$ cat src/rtl/vga_pixel_fetch_if.sv
// Framebuffer read port between vga_pixel_fetch (master) and the
// framebuffer RAM (slave). The RAM samples fb_addr/fb_rd_en on pixel
// enables and returns the RGB332 word RD_LAT enables later.
interface vga_pixel_fetch_if #(
   parameter int ADDR_W = 16
);
   logic              fb_rd_en;
   logic [ADDR_W-1:0] fb_addr;
   logic [7:0]        fb_rdata;

   modport master (
      output fb_rd_en,
      output fb_addr,
      input  fb_rdata
   );

   modport slave (
      input  fb_rd_en,
      input  fb_addr,
      output fb_rdata
   );
endinterface

$ cat src/rtl/vga_pixel_fetch.sv
// Pixel stage behind vga_sync: issues framebuffer reads for a
// double-buffered RGB332 framebuffer, expands returned pixels to 8:8:8,
// delays syncs/blank to line up with the pixel data, and owns the
// front/back buffer swap handshake with the GPU.
module vga_pixel_fetch #(
   parameter int         FB_W       = 160,
   parameter int         FB_H       = 120,
   parameter int         ADDR_W     = 16,
   parameter int         RD_LAT     = 1,
   parameter logic [7:0] BORDER_RGB = 8'h00
) (
   input  logic                     clk0,
   input  logic                     rst_n,
   input  logic                     clk_div2,
   input  logic [9:0]               pos_x,
   input  logic [9:0]               pos_y,
   input  logic                     blank_n_in,
   input  logic                     h_sync_in,
   input  logic                     v_sync_in,
   vga_pixel_fetch_if.master        fb,
   input  logic                     swap_req,
   output logic                     swap_ack,
   output logic                     front_sel,
   output logic [7:0]               vga_r,
   output logic [7:0]               vga_g,
   output logic [7:0]               vga_b,
   output logic                     vga_hs,
   output logic                     vga_vs,
   output logic                     vga_blank_n
);

   // Sideband delay depth: one stage for the address register plus RD_LAT
   // for the RAM, so the output register sees the pixel's own sideband.
   localparam int          DL          = RD_LAT + 1;
   localparam logic [9:0]  FB_W_L      = 10'(FB_W);
   localparam logic [9:0]  FB_H_L      = 10'(FB_H);
   localparam logic [19:0] FRAME_WORDS = 20'(FB_W * FB_H);

   typedef enum logic {
      S_IDLE    = 1'b0,
      S_PENDING = 1'b1
   } swap_state_t;

   // Row offset: constant multiply unrolled into shifted adds of the set
   // bits of FB_W (160 = 128 + 32), so no multiplier is inferred.
   function automatic logic [19:0] mul_fb_w(input logic [9:0] v);
      logic [19:0] acc;
      acc = 20'd0;
      for (int i = 0; i < 10; i++) begin
         if (FB_W_L[i]) begin
            acc = acc + ({10'd0, v} << i);
         end else begin
            acc = acc;
         end
      end
      return acc;
   endfunction

   // 3-bit channel to 8 bits by bit replication (full scale maps to 8'hFF).
   function automatic logic [7:0] exp3(input logic [2:0] c);
      return {c, c, c[2:1]};
   endfunction

   // 2-bit channel to 8 bits by bit replication.
   function automatic logic [7:0] exp2(input logic [1:0] c);
      return {c, c, c, c};
   endfunction

   logic              fb_rd_en_q;
   logic [ADDR_W-1:0] fb_addr_q, fb_addr_d;
   logic              in_range_s;
   logic [19:0]       addr_full_s;

   logic [DL-1:0]     hs_dly_q, vs_dly_q, bl_dly_q, rng_dly_q;

   logic [7:0]        pix_s;
   logic [7:0]        vga_r_q, vga_g_q, vga_b_q;
   logic [7:0]        vga_r_d, vga_g_d, vga_b_d;
   logic              vga_hs_q, vga_vs_q, vga_blank_n_q;

   swap_state_t       swap_state_q;
   logic              front_sel_q;
   logic              swap_ack_q;
   logic              vsync_start_s;

   // Stage-0 address generation and range test for the incoming position.
   always_comb begin
      in_range_s  = blank_n_in & (pos_x < FB_W_L) & (pos_y < FB_H_L);
      addr_full_s = (front_sel_q ? FRAME_WORDS : 20'd0)
                    + mul_fb_w(pos_y) + {10'd0, pos_x};
      if (in_range_s) begin
         fb_addr_d = ADDR_W'(addr_full_s);
      end else begin
         fb_addr_d = fb_addr_q;
      end
   end

   // Stage-0 read request register, advancing on pixel enables only.
   always_ff @(posedge clk0 or negedge rst_n) begin
      if (!rst_n) begin
         fb_rd_en_q <= 1'b0;
         fb_addr_q  <= '0;
      end else if (clk_div2) begin
         fb_rd_en_q <= in_range_s;
         fb_addr_q  <= fb_addr_d;
      end else begin
         fb_rd_en_q <= fb_rd_en_q;
         fb_addr_q  <= fb_addr_q;
      end
   end

   // Sideband delay line matching the framebuffer read path.
   always_ff @(posedge clk0 or negedge rst_n) begin
      if (!rst_n) begin
         hs_dly_q  <= '0;
         vs_dly_q  <= '0;
         bl_dly_q  <= '0;
         rng_dly_q <= '0;
      end else if (clk_div2) begin
         hs_dly_q  <= {hs_dly_q[DL-2:0],  h_sync_in};
         vs_dly_q  <= {vs_dly_q[DL-2:0],  v_sync_in};
         bl_dly_q  <= {bl_dly_q[DL-2:0],  blank_n_in};
         rng_dly_q <= {rng_dly_q[DL-2:0], in_range_s};
      end else begin
         hs_dly_q  <= hs_dly_q;
         vs_dly_q  <= vs_dly_q;
         bl_dly_q  <= bl_dly_q;
         rng_dly_q <= rng_dly_q;
      end
   end

   // Pixel source select and RGB332 -> 8:8:8 expansion.
   always_comb begin
      pix_s = 8'h00;
      if (rng_dly_q[DL-1]) begin
         pix_s = fb.fb_rdata;
      end else if (bl_dly_q[DL-1]) begin
         pix_s = BORDER_RGB;
      end else begin
         pix_s = 8'h00;
      end
      vga_r_d = exp3(pix_s[7:5]);
      vga_g_d = exp3(pix_s[4:2]);
      vga_b_d = exp2(pix_s[1:0]);
   end

   // Output register for colour and aligned syncs/blank.
   always_ff @(posedge clk0 or negedge rst_n) begin
      if (!rst_n) begin
         vga_r_q       <= 8'h00;
         vga_g_q       <= 8'h00;
         vga_b_q       <= 8'h00;
         vga_hs_q      <= 1'b0;
         vga_vs_q      <= 1'b0;
         vga_blank_n_q <= 1'b0;
      end else if (clk_div2) begin
         vga_r_q       <= vga_r_d;
         vga_g_q       <= vga_g_d;
         vga_b_q       <= vga_b_d;
         vga_hs_q      <= hs_dly_q[DL-1];
         vga_vs_q      <= vs_dly_q[DL-1];
         vga_blank_n_q <= bl_dly_q[DL-1];
      end else begin
         vga_r_q       <= vga_r_q;
         vga_g_q       <= vga_g_q;
         vga_b_q       <= vga_b_q;
         vga_hs_q      <= vga_hs_q;
         vga_vs_q      <= vga_vs_q;
         vga_blank_n_q <= vga_blank_n_q;
      end
   end

   // Vsync start: vs_dly_q[0] already holds v_sync_in from the previous
   // enable, so a falling edge is that bit high and the live input low.
   always_comb begin
      vsync_start_s = clk_div2 & vs_dly_q[0] & ~v_sync_in;
   end

   // Buffer swap FSM: runs every clk0 cycle; flips front_sel only at a
   // vsync start so a displayed frame never mixes buffers.
   always_ff @(posedge clk0 or negedge rst_n) begin
      if (!rst_n) begin
         swap_state_q <= S_IDLE;
         front_sel_q  <= 1'b0;
         swap_ack_q   <= 1'b0;
      end else begin
         swap_ack_q <= 1'b0;
         case (swap_state_q)
            S_IDLE: begin
               if (swap_req && vsync_start_s) begin
                  front_sel_q  <= ~front_sel_q;
                  swap_ack_q   <= 1'b1;
                  swap_state_q <= S_IDLE;
               end else if (swap_req) begin
                  swap_state_q <= S_PENDING;
               end else begin
                  swap_state_q <= S_IDLE;
               end
            end
            S_PENDING: begin
               // Further requests here are absorbed into the one swap.
               if (vsync_start_s) begin
                  front_sel_q  <= ~front_sel_q;
                  swap_ack_q   <= 1'b1;
                  swap_state_q <= S_IDLE;
               end else begin
                  swap_state_q <= S_PENDING;
               end
            end
            default: begin
               swap_state_q <= S_IDLE;
            end
         endcase
      end
   end

   assign fb.fb_rd_en  = fb_rd_en_q;
   assign fb.fb_addr   = fb_addr_q;
   assign swap_ack     = swap_ack_q;
   assign front_sel    = front_sel_q;
   assign vga_r        = vga_r_q;
   assign vga_g        = vga_g_q;
   assign vga_b        = vga_b_q;
   assign vga_hs       = vga_hs_q;
   assign vga_vs       = vga_vs_q;
   assign vga_blank_n  = vga_blank_n_q;

endmodule

$ cat src/flat_wrapper.sv
// flat-port wrapper written by rule: the top's interface ports become plain ports
module vga_pixel_fetch_flat 
#(
   parameter int         FB_W       = 160,
   parameter int         FB_H       = 120,
   parameter int         ADDR_W     = 16,
   parameter int         RD_LAT     = 1,
   parameter logic [7:0] BORDER_RGB = 8'h00
)
  (clk0, rst_n, clk_div2, pos_x, pos_y, blank_n_in, h_sync_in, v_sync_in, swap_req, swap_ack, front_sel, vga_r, vga_g, vga_b, vga_hs, vga_vs, vga_blank_n, fb_fb_rd_en, fb_fb_addr, fb_fb_rdata);
  vga_pixel_fetch_if #(.ADDR_W(ADDR_W)) fb_i ();
  input  logic clk0;
  input  logic rst_n;
  input  logic clk_div2;
  input  logic [9:0] pos_x;
  input  logic [9:0] pos_y;
  input  logic blank_n_in;
  input  logic h_sync_in;
  input  logic v_sync_in;
  input  logic swap_req;
  output logic swap_ack;
  output logic front_sel;
  output logic [7:0] vga_r;
  output logic [7:0] vga_g;
  output logic [7:0] vga_b;
  output logic vga_hs;
  output logic vga_vs;
  output logic vga_blank_n;
  output wire logic [$bits(fb_i.fb_rd_en)-1:0] fb_fb_rd_en;
  output wire logic [$bits(fb_i.fb_addr)-1:0] fb_fb_addr;
  input wire logic [$bits(fb_i.fb_rdata)-1:0] fb_fb_rdata;
  assign fb_fb_rd_en = fb_i.fb_rd_en;
  assign fb_fb_addr = fb_i.fb_addr;
  assign fb_i.fb_rdata = fb_fb_rdata;
  vga_pixel_fetch #(.FB_W(FB_W), .FB_H(FB_H), .ADDR_W(ADDR_W), .RD_LAT(RD_LAT), .BORDER_RGB(BORDER_RGB)) u_core (.clk0(clk0), .rst_n(rst_n), .clk_div2(clk_div2), .pos_x(pos_x), .pos_y(pos_y), .blank_n_in(blank_n_in), .h_sync_in(h_sync_in), .v_sync_in(v_sync_in), .fb(fb_i), .swap_req(swap_req), .swap_ack(swap_ack), .front_sel(front_sel), .vga_r(vga_r), .vga_g(vga_g), .vga_b(vga_b), .vga_hs(vga_hs), .vga_vs(vga_vs), .vga_blank_n(vga_blank_n));
endmodule
$ cat config.mk
export PLATFORM = sky130hd
export DESIGN_NAME = vga_pixel_fetch_flat
export DESIGN_NICKNAME = d
export VERILOG_FILES = /design/src/rtl/vga_pixel_fetch_if.sv /design/src/rtl/vga_pixel_fetch.sv /design/src/flat_wrapper.sv
export SDC_FILE = /design/constraint.sdc
export NUM_CORES = 1
export LEC_CHECK = 0
export ABC_AREA = 1
export CELL_PAD_IN_SITES_DETAIL_PLACEMENT = 0
export CELL_PAD_IN_SITES_GLOBAL_PLACEMENT = 1
export CORE_ASPECT_RATIO = 1.5
export CORE_MARGIN = 2
export CORE_UTILIZATION = 35
export DETAILED_ROUTE_END_ITERATION = 8
export PLACE_DENSITY_LB_ADDON = 0.1
export SYNTH_ARGS = -nofsm -noshare
export SYNTH_HDL_FRONTEND = slang
export SYNTH_SLANG_ARGS = --single-unit
$ cat constraint.sdc
create_clock -name clk0 -period 4.1 [get_ports clk0]
set_input_delay 0.82 -clock clk0 [delete_from_list [all_inputs] [get_ports clk0]]
set_output_delay 0.82 -clock clk0 [all_outputs]
set_load 0.05 [all_outputs]
## Word-level counts from Yosys, hierarchy flattened

Cells that the tools add are included.

- Add/sub/neg operators: 3
- Multipliers: 0
- Divide/modulo/power cells: 0
- Magnitude comparators: 2
- Equality and inequality tests: 2
- Shift-type cells: 0
- Muxes and demuxes: 12
- Bitwise operators: 7
- Reduce and logical (&&, ||, !) cells: 3

Operators by type and width:

| operator | number |
|---|---|
| adder 15 x 16 -> 16 bit | 1 |
| adder 16 x 10 -> 16 bit | 1 |
| adder 16 bit | 1 |
| 2-to-1 mux 15 bit | 1 |
| < comparator 10 x 7 -> 1 bit (second input constant) | 1 |
| < comparator 10 x 8 -> 1 bit (second input constant) | 1 |
| 2-to-1 mux 8 bit | 1 |
| 2-to-1 mux 1 bit | 7 |
| case mux 1 bit (2 select lines) | 3 |
| AND 1 bit | 4 |
| AND reduction 2 bit | 2 |
| NOT 1 bit | 3 |
| inequality test 2 x 1 -> 1 bit (second input constant) | 1 |
| inequality test 2 bit (second input constant) | 1 |
| logical AND 1 bit | 1 |

- Register bits: 55
- Bits in latches: 0
- Memory bits (writable): 0
- Memory bits (read-only): 0
- Input bits: 35
- Output and inout port bits: 46
- Logic and storage cells: 44
- Memories: 0

## Longest topological paths before layout

- Word-level depth: 5
- Depth in mapped cells: 14
- Depth with buffers taken out: 14

## Worst setup path before layout

OpenSTA, ideal clock, no wires.

- Path kind: input to register
- Start: input pos_x[8]
- End: register u_core.fb_addr_q[13], in the netlist u_core.fb.fb_addr[13]
- Setup time: 0.118 ns
- Data arrival time: 2.901 ns
- Data required time: 3.982 ns
- Slack: 1.081 ns
- Cell stages on the path: 14
- Buffers on the path: 0
- Path through: inv_1 -> fa_1 -> inv_1 -> fa_1 -> inv_1 -> fa_1 -> inv_1 -> nand2_1 -> nand2_1 -> nand3b_1 -> nand2_1 -> nand2_1 -> nand3_1 -> nand2_1

- Longest elaborated chain between the ends: 4
- Elaborated cells between the ends (all ways): 5
- Classes of those cells: add/sub: 1; order compare: 1; bitwise: 2; reduce/logical: 1

Ends and longest elaborated chain:

| what | line | text |
|---|---|---|
| start: declaration | flat_wrapper.sv:15 | `input logic [9:0] pos_x;` |
| < comparator 10 x 8 -> 1 bit | vga_pixel_fetch.sv:88 | `in_range_s = blank_n_in & (pos_x < FB_W_L) & (pos_y < FB_H_L);` |
| AND 1 bit (2 in a row) | vga_pixel_fetch.sv:88 |  |
| AND reduction 2 bit (no source line) | - |  |
| end signal: assignment | vga_pixel_fetch.sv:105 | `fb_addr_q <= fb_addr_d;` |
| end signal: assignment | vga_pixel_fetch.sv:108 | `fb_addr_q <= fb_addr_q;` |
| end: declaration | vga_pixel_fetch.sv:70 | `logic [ADDR_W-1:0] fb_addr_q, fb_addr_d;` |

Parallel ways exist; a longest one is shown, timed or not.
A chain may end at the register's enable or synchronous reset.

## Worst setup path in the final report

Ends and elaborated chain as after synthesis.

==> flow_metrics.env <==
export IMPL_outcome="finished clean"
export IMPL_port_buffer_count=80
export IMPL_postSynthRegisterBits=38
export IMPL_layout_cell_area_non_filler_mm2=0.003196
export IMPL_syn_instance_count=283
export IMPL_post_cts_resized=0
export IMPL_tritoncts_num_sinks=38
export IMPL_tritoncts_clock_tree="built"
export IMPL_flow_area_growth_from_synthesis_pct=34.92
export IMPL_cts_root_buf="sky130_fd_sc_hd__clkbuf_8"
export IMPL_synth_largest_area_cell="sky130_fd_sc_hd__dfrtp_1"
export IMPL_ys_top_cells_by_area="sky130_fd_sc_hd__dfrtp_1 40%, sky130_fd_sc_hd__nand2_1 11%, sky130_fd_sc_hd__ha_1 11%"
export IMPL_drt_wl_total_mm=5.034
export IMPL_worst_ep_required_time_ns=4.29
export IMPL_critical_path_arrival_ns=3.53
export IMPL_ioPinCount=81
export IMPL_finalCriticalPeriod_ns=3.346
export IMPL_dp_hpwl_mm=4.044
export IMPL_finClkSkew_ns=0.005260
export IMPL_maxSlewHeadroom_pct=44.21
export IMPL_cts_htree_levels=2
export IMPL_cellPowerDensity_mw_per_mm2=475.4
export IMPL_layout_drive_gt1_share_pct=4.598
export IMPL_route_antenna_remaining_nets=0
export IMPL_maximum_capacitance_violations=0
export IMPL_final_seq_area_um2=950.9
export IMPL_die_h_um=104.8
export IMPL_ctsLongestPathBuffers=2
export IMPL_first_global_vias=1844
export IMPL_final_util_pct=48.93
export IMPL_synth_area_per_cell_um2=8.369
export IMPL_crit_path_category="in2reg"
export IMPL_via_per_inst=4.469
export IMPL_ctsHoldBuffers=0
export IMPL_ys_dominant_reg_cell="sky130_fd_sc_hd__dfrtp_1"
export IMPL_fin_total_pwr_mw=1.519
export IMPL_layout_commonest_cell="sky130_fd_sc_hd__clkdlybuf4s50_1"
export IMPL_final_nets=410
export IMPL_final_cell_mix="79 x sky130_fd_sc_hd__clkdlybuf4s50_1, 72 x sky130_fd_sc_hd__nand2_1, 51 x sky130_fd_sc_hd__inv_1"
export IMPL_timing_hold_worst_class="reg2reg"
export IMPL_report_final_slew_viol_count=0
export IMPL_fp_dieArea_mm2=0.007455
export IMPL_finalSetupViolCount=0
export IMPL_final_period_utilization_pct=81.62
export IMPL_mappedNetlistNets=346
export IMPL_placementRows=36
export IMPL_vias=1895
export IMPL_placed_area_mm2=0.003100
export IMPL_grt_antenna_before_repair=0
export IMPL_fp_coreArea_mm2=0.006531
export IMPL_routabilityCongestion=0.8321
export IMPL_cp_start_kind="input pin"
export IMPL_num_fill_cells=663
export IMPL_syn_cell_area_mm2=0.002369
export IMPL_antenna_cells_inserted=0
export IMPL_worstSkewPairLatency_ns=0.29
export IMPL_synth_warning_count=0
export IMPL_totalNegativeSetupSlack_ns=0
export IMPL_multi_input_comb_area_mm2=0.001056
export IMPL_max_slew_worst_pin_slew_ns=0.8368
export IMPL_drt_first_iter_violations=59
export IMPL_count_of_flip_flops_with_a_built_in_enable_after_synthesis=0
export IMPL_startpoint="pos_x[8]"
export IMPL_global_route_wire_length_before_repair_mm=8.838
export IMPL_grtUsageTotal_pct=14.86
export IMPL_finalHoldViolCount=0
export IMPL_crit_fanout=3
export IMPL_worstHoldStart="u_core.fb.fb_addr[2]"
export IMPL_grt_setup_unrepaired="no"
export IMPL_ys_types=23
export IMPL_die_w_um=71.17
export IMPL_floorplan_initialDensity_pct=36.26
export IMPL_worst_ir_drop_vdd_uv=201.3
export IMPL_drt_pass1_iterations=4
export IMPL_cts_buffers_inserted=5
export IMPL_synth_yosys_seq_area_share_pct=40.15
export IMPL_overflow=0
export IMPL_drt_wirelength_per_cell_um=11.87
export IMPL_post_cts_buffers=0
export IMPL_clkSlewWorstSetupHoldPaths_ns=0.08
export IMPL_yosys_top_cell_area_share_pct=40.15
export IMPL_achievable_clock_frequency_mhz=298.8
export IMPL_r2r_start="u_core.front_sel"
export IMPL_route_detailed_drc=0
export IMPL_timing_critical_path_to_type="flop"
export IMPL_grt_start_max_net_pins=39
export IMPL_power_static_leakage_nw=1.594
export IMPL_share_of_flip_flops_with_an_asynchronous_set_or_reset_pct=100.0
[path summary, 6_finish.rpt]
| kind | cells past startpoint | end | slack (ns) |
|---|---|---|---|
| worst max-delay path | 15 | u_core.fb.fb_addr[13] | 0.75 |
| worst min-delay path | 2 | u_core.fb.fb_addr[2] | 0.47 |
| worst max register to register | 11 | u_core.fb.fb_addr[14] | 1.66 |
| worst min register to register | 2 | u_core.fb.fb_addr[2] | 0.47 |
| max in group asynchronous | 1 | u_core.fb.fb_addr[2] | 2.95 |
| min in group asynchronous | 1 | u_core.hs_dly_q[1] | 0.63 |
[layer usage]
layer	routed length (µm)	up-vias	track usage, %
met5	0	-	0
met4	97	0	5.660
met3	189	6	2.411
met2	2705	53	26.85
met1	2042	854	17.05
li1	-	982	-
[cell families after synthesis]
kind of cell / synth area share, %
and+or+nand+nor: 19.12
buffers and inverters: 15.27
DFF: 40.15
adders and majority gates: 17.33
AOI/OAI and AO/OA: 5.705
xor gates and xnor gates: 1.479
muxes: 0.9508
[flip-flops by register name, summed over array words and instances (netlist names), 2 cells and up]
signal	flops
u_core.bl_dly_q	2
u_core.fb.fb_addr	16
u_core.hs_dly_q	2
u_core.rng_dly_q	2
u_core.vga_b	2
u_core.vga_g	3
u_core.vga_r	3
u_core.vs_dly_q	2
[critical path: stages]
cell and delay [ns]:
sky130_fd_sc_hd__clkdlybuf4s50_1 0.49, sky130_fd_sc_hd__inv_1 0.07, sky130_fd_sc_hd__fa_1 0.53, sky130_fd_sc_hd__inv_1 0.05, sky130_fd_sc_hd__fa_1 0.52, sky130_fd_sc_hd__inv_1 0.06, sky130_fd_sc_hd__fa_1 0.44, sky130_fd_sc_hd__inv_1 0.07
sky130_fd_sc_hd__nand2_1 0.04, sky130_fd_sc_hd__nand2_1 0.09, sky130_fd_sc_hd__nand3b_1 0.10, sky130_fd_sc_hd__nand2_1 0.08, sky130_fd_sc_hd__nand2_1 0.05, sky130_fd_sc_hd__nand3_1 0.07, sky130_fd_sc_hd__nand2_1 0.05
[final cells by class]
class | count | area share, %
Clock buffer | 6 | 2.584
Clock inverter | 2 | 0.3915
Inverter | 52 | 6.108
Multi-Input combinational cell | 169 | 33.05
Sequential cell | 38 | 29.76
Tap cell | 76 | 2.976
Timing Repair Buffer | 81 | 25.14
[power breakdown]
group / total (mW) / switching [mW] / leakage [nW] / internal, mW
Combinational: 0.791 / 0.498 / 1.05 / 0.293
Sequential: 0.460 / 0.0330 / 0.492 / 0.427
Clock: 0.269 / 0.133 / 0.0472 / 0.135
[cells in the mapped netlist, types with 2 or more instances]
| cell type | count |
|---|---|
| sky130_fd_sc_hd__inv_1 | 51 |
| sky130_fd_sc_hd__xor2_1 | 3 |
| sky130_fd_sc_hd__clkbuf_1 | 4 |
| sky130_fd_sc_hd__buf_4 | 18 |
| sky130_fd_sc_hd__nor2_1 | 10 |
| sky130_fd_sc_hd__nand2_1 | 72 |
| sky130_fd_sc_hd__mux2_2 | 2 |
| sky130_fd_sc_hd__nand3_1 | 21 |
| sky130_fd_sc_hd__dfrtp_1 | 38 |
| sky130_fd_sc_hd__o21ai_0 | 14 |
| sky130_fd_sc_hd__a21oi_1 | 7 |
| sky130_fd_sc_hd__ha_1 | 20 |
| sky130_fd_sc_hd__fa_1 | 8 |
| sky130_fd_sc_hd__o21ai_1 | 6 |
[metrics by stage]
stage | hold slack [ns] | instances | setup slack [ns]
2_1_floorplan | 0.4492 | 283 | 1.081
3_3_place_gp | 0.4544 | 416 | 0.4574
3_5_place_dp | 0.4572 | 416 | 0.4307
4_1_cts | 0.4776 | 424 | 0.7421
5_1_grt | 0.5046 | 424 | 0.5867
6_report | 0.4722 | 424 | 0.7537
(Power assumes the default switching activity.)
